## src/rtl/hazard_forward_unit.sv

```systemverilog
// Forwarding selects, load-use detection and variable-latency memory stall control
// for the pipelined MIPS core, with a hung-memory timeout and a stall-cycle counter.
module hazard_forward_unit #(
   parameter int REG_BITS    = 5,
   parameter int NUM_SRC     = 2,
   parameter int MEM_TIMEOUT = 16,
   parameter int CNT_W       = 16
) (
   input  logic                         clk,
   input  logic                         rst_n,
   input  logic                         id_valid,
   input  logic [NUM_SRC*REG_BITS-1:0]  id_src,
   input  logic [NUM_SRC*REG_BITS-1:0]  ex_src,
   input  logic [REG_BITS-1:0]          id_ex_rd,
   input  logic                         id_ex_memread,
   input  logic [REG_BITS-1:0]          ex_mem_rd,
   input  logic                         ex_mem_regwrite,
   input  logic                         ex_mem_memread,
   input  logic [REG_BITS-1:0]          mem_wb_rd,
   input  logic                         mem_wb_regwrite,
   input  logic                         mem_ready,
   output logic [NUM_SRC*2-1:0]         fwd_sel,
   output logic                         stall,
   output logic                         bubble,
   output logic                         mem_err,
   output logic [CNT_W-1:0]             stall_cnt
);

   localparam int WCNT_W = (MEM_TIMEOUT < 2) ? 1 : $clog2(MEM_TIMEOUT + 1);
   localparam logic [WCNT_W-1:0] WCNT_LAST =
      WCNT_W'((MEM_TIMEOUT == 0) ? 0 : MEM_TIMEOUT - 1);

   typedef enum logic [1:0] {RUN, MEM_WAIT, ERR} state_t;

   state_t              state, state_nxt;
   logic [WCNT_W-1:0]   wcnt, wcnt_nxt;
   logic                err_set;
   logic                load_use;
   logic                mem_busy;

   function automatic logic [CNT_W-1:0] sat_inc(input logic [CNT_W-1:0] v, input logic en);
      if (!en || (&v))
         return v;
      return v + 1'b1;
   endfunction

   // Loads in EX/MEM have no result yet, so only MEM/WB may supply their data.
   always_comb begin
      fwd_sel = '0;
      if (rst_n) begin
         for (int i = 0; i < NUM_SRC; i++) begin
            if (ex_mem_regwrite && (ex_mem_rd != '0) && !ex_mem_memread &&
                (ex_mem_rd == ex_src[i*REG_BITS +: REG_BITS]))
               fwd_sel[2*i +: 2] = 2'b10;
            else if (mem_wb_regwrite && (mem_wb_rd != '0) &&
                     (mem_wb_rd == ex_src[i*REG_BITS +: REG_BITS]))
               fwd_sel[2*i +: 2] = 2'b01;
         end
      end
   end

   always_comb begin
      load_use = 1'b0;
      for (int i = 0; i < NUM_SRC; i++) begin
         if (id_ex_rd == id_src[i*REG_BITS +: REG_BITS])
            load_use = 1'b1;
      end
      load_use = load_use & id_valid & id_ex_memread & (id_ex_rd != '0);
      mem_busy = ex_mem_memread & !mem_ready;
   end

   always_comb begin
      state_nxt = state;
      wcnt_nxt  = wcnt;
      err_set   = 1'b0;
      stall     = 1'b0;
      bubble    = 1'b0;
      case (state)
         RUN: begin
            stall  = load_use | mem_busy;
            bubble = load_use & !mem_busy;
            if (mem_busy) begin
               wcnt_nxt = WCNT_W'(1);
               if (MEM_TIMEOUT == 1) begin
                  state_nxt = ERR;
                  err_set   = 1'b1;
               end else begin
                  state_nxt = MEM_WAIT;
               end
            end
         end
         MEM_WAIT: begin
            stall = !mem_ready;
            if (mem_ready) begin
               state_nxt = RUN;
               wcnt_nxt  = '0;
            end else if ((MEM_TIMEOUT != 0) && (wcnt == WCNT_LAST)) begin
               state_nxt = ERR;
               err_set   = 1'b1;
            end else if (MEM_TIMEOUT != 0) begin
               wcnt_nxt = wcnt + 1'b1;
            end
         end
         ERR: begin
            stall = 1'b1;
         end
         default: begin
            state_nxt = RUN;
            wcnt_nxt  = '0;
         end
      endcase
      if (!rst_n) begin
         stall  = 1'b0;
         bubble = 1'b0;
      end
   end

   // Control and status registers update on every rising edge.
   always_ff @(posedge clk) begin
      if (!rst_n) begin
         state     <= RUN;
         wcnt      <= '0;
         mem_err   <= 1'b0;
         stall_cnt <= '0;
      end else begin
         state     <= state_nxt;
         wcnt      <= wcnt_nxt;
         stall_cnt <= sat_inc(stall_cnt, stall);
         if (err_set)
            mem_err <= 1'b1;
      end
   end

endmodule

```

## config.mk

```make
export PLATFORM = sky130hd
export DESIGN_NAME = hazard_forward_unit
export DESIGN_NICKNAME = d
export VERILOG_FILES = /design/src/rtl/hazard_forward_unit.sv
export SDC_FILE = /design/constraint.sdc
export NUM_CORES = 1
export LEC_CHECK = 0
export CORE_MARGIN = 5
export CORE_UTILIZATION = 44
export DETAILED_ROUTE_END_ITERATION = 10
export GPL_TIMING_DRIVEN = 0
export PLACE_DENSITY = 0.92
export SYNTH_ARGS = -nofsm -noshare
export SYNTH_HDL_FRONTEND = slang
export SYNTH_SLANG_ARGS = --single-unit
```

## constraint.sdc

```tcl
create_clock -name clk -period 1.85 [get_ports clk]
set_input_delay 0.37 -clock clk [delete_from_list [all_inputs] [get_ports clk]]
set_output_delay 0.37 -clock clk [all_outputs]
set_load 0.01 [all_outputs]
```

==> reports/metrics.cfg <==
[drt]
vias=1947
drt_iter0_drc=256
drtPass1Iterations=4
drc=0
viasPerCell=5.81
drt_wl_total_mm=6.50
ant_nets=0
wire_per_inst_um=19.4

[critical_path]
crit-reg2reg-launch=stall_cnt[9]
worstPathMaxFanout=3
start_kind=input port
worst-r2r-setup-slack_ns=0.03
cp-end-kind=primary output
crit_path_start=mem_wb_rd[2]
timing.rr.end=stall_cnt[10]
r2r_cells=7
required_ns=1.48
crit_path_end=fwd_sel[2]
cp.arrival_ns=1.65
crit_type=input port to primary output

[clock_tree]
clockBufferDepth=2
cts_tree=done
cts_hold_buf=0
cts_htree_levels=1
insertion_delay_ns=0.27
cts_buffers=3
root_buffer=clkbuf_8
path_clk_slew_ns=0.10
clock-sinks=24

[floorplan]
io_pins=66
rows=22
die_h_um=72.2
core-area_um2=3720
die-area_um2=5210
initial_core_util_pct=45.8
fp.dieW_um=72.2

[power]
p_leak_nw=1.05
irDropWorstVdd_mv=0.617
switchingPower_mw=0.377
seqPwrFrac_pct=38.8
comb_power_share_pct=27.2
p_clk_share_pct=33.9
power.internal_mw=0.993
powerDensity_nw_per_um2=484
swShare_pct=27.5

[yosys]
ys_ff_latch=24
dominantRegCellSynth=dfxtp_1
yosysSeqAreaShare_pct=28.2
synth_top_area_share_pct=28.2
synth_common_cells=dfxtp_1, nand2_1, nor2_1, xnor2_1, xor2_1
yosysMostFrequentCell=dfxtp_1
synth_area_leaders=dfxtp_1, xnor2_1, xor2_1
yosysTopAreaCell=dfxtp_1
syn_inst=208
syn-cell-area_um2=1700
synthDistinctLibCells=47
syn_area_per_cell_um2=8.18
yosysWarnings=0
synth_edf_count=0
syn_nets=254
async_flop_share_pct=0

[place]
dp.cells=320
hpwl_mm=4.04
dpl_worst_slack_ns=-1.15
io_buffers=64
placed_cell_area_um2=2410
gp_congestion=0.872

[timing]
hold_violations=0
final.setup.worst_slack_ns=-0.172
period_share_pct=109
slew_headroom_pct=62.3
min_period_ns=2.02
tightest_slew_ns=0.565
setup_viol=6
whs_ns=0.428
maxSlewViolCount=0
grt_setup_unrepaired=true
fmax_ghz=0.495
clock_skew_ns=0.0121

[finish]
utilization_pct=76.2
layout.nets=334
area_growth_pct=66.5
fin_area_um2=2830
antenna_cells=0
drive_gt1_share_pct=41.8
stdcell_count=335

[grt]
antenna_found_initial=0
grt_max_degree=15
gr-total-overflow=0
grt_pass1_vias=1899
grt_usage_pct=21.3
grt_pass1_wl_mm=8.91

[status]
status=finished, violations left
violations=setup timing

[run]
cap_violations=0

[worst_hold_path]
hp-class=input port to flop

==> worst min-delay path by stage <==
stage	from	endpoint	slack (ns)	cells after the start
final	rst_n	stall_cnt[1]	0.43	3
after global routing	rst_n	stall_cnt[1]	0.42	3
after floorplan	wcnt[1]	wcnt[1]	0.45	2
after CTS	rst_n	stall_cnt[1]	0.43	3
after detailed placement	mem_err	mem_err	0.47	2
after global placement	mem_err	mem_err	0.46	2
==> cells in the final DEF (no fill, tap or decap), types with 6 or more instances in the layout <==
cell type and n:
buf_2 20, clkdlybuf4s50_1 19, nand2_1 17, xor2_1 15, buf_4 13, nor2_1 12, dfxtp_1 11, a21oi_1 10
xnor2_1 9, nand3_1 9, buf_6 9, dfxtp_4 8, xnor2_2 7, dlygate4sd2_1 7, inv_1 6
==> final cells by class <==
type / count / area [µm²]
Buffer: 6 / 42.5
Clock buffer: 3 / 41.3
Clock inverter: 1 / 30.0
Fill cell: 246 / 883
Inverter: 7 / 26.3
Multi-Input combinational cell: 170 / 1480
Sequential cell: 24 / 517
Tap cell: 48 / 60.1
Timing Repair Buffer: 76 / 636
==> cell families after synthesis <==
family | synth area share [%]
buffers and inverters | 3.75
XOR/XNOR | 17.0
AO/OA/AOI/OAI | 14.3
flip-flops | 28.2
adder cells (fa/ha/maj) | 2.21
multiplexers | 2.35
AND/OR/NAND/NOR | 32.2
==> sequential cells by signal, indices dropped and copies added (netlist names) <==
| register | count |
|---|---|
| mem_err | 1 |
| stall_cnt | 16 |
| state | 2 |
| wcnt | 5 |
==> power by group through the flow <==
stage / Clock [mW] / Sequential (mW) / Combinational [mW]
after floorplan: 0 / 0.546 / 0.132
after global placement: 0 / 0.545 / 0.276
final: 0.465 / 0.532 / 0.373
after detailed placement: 0 / 0.546 / 0.284
after global routing: 0.493 / 0.533 / 0.394
after CTS: 0.466 / 0.538 / 0.315
==> timing repair <==
action | CTS | global route
gates cloned | 0 | 1
gates resized for setup | 196 | 59
setup buffers | 6 | 5
endpoints found under the setup margin | 21 | 21
pin swaps | 32 | 25
==> metal layers <==
layer | vias up | part of all wire [%] | global-route usage, %
li1 | 904 | - | -
met1 | 936 | 39 | 25.1
met2 | 83 | 52 | 40.3
met3 | 24 | 4.6 | 3.19
met4 | 0 | 4.1 | 4.18
met5 | - | 0 | 0
==> worst max-delay path, cell delays in order <==
cell      delay, ns
buf_6          0.08
or4_4          0.11
o211ai_1       0.11
or4_4          0.49
nor4_2         0.29
buf_2          0.19
==> through the flow <==
| stage | power (mW) | TNS [ns] |
|---|---|---|
| final | 1.37 | -0.636 |
| after detailed placement | 0.830 | -12.98 |
| after CTS | 1.32 | -0.575 |
| after global placement | 0.821 | -11.83 |
| after global routing | 1.42 | -1.08 |
| after floorplan | 0.677 | -0.0492 |
No activity file was read; power rests on OpenSTA's default activity.
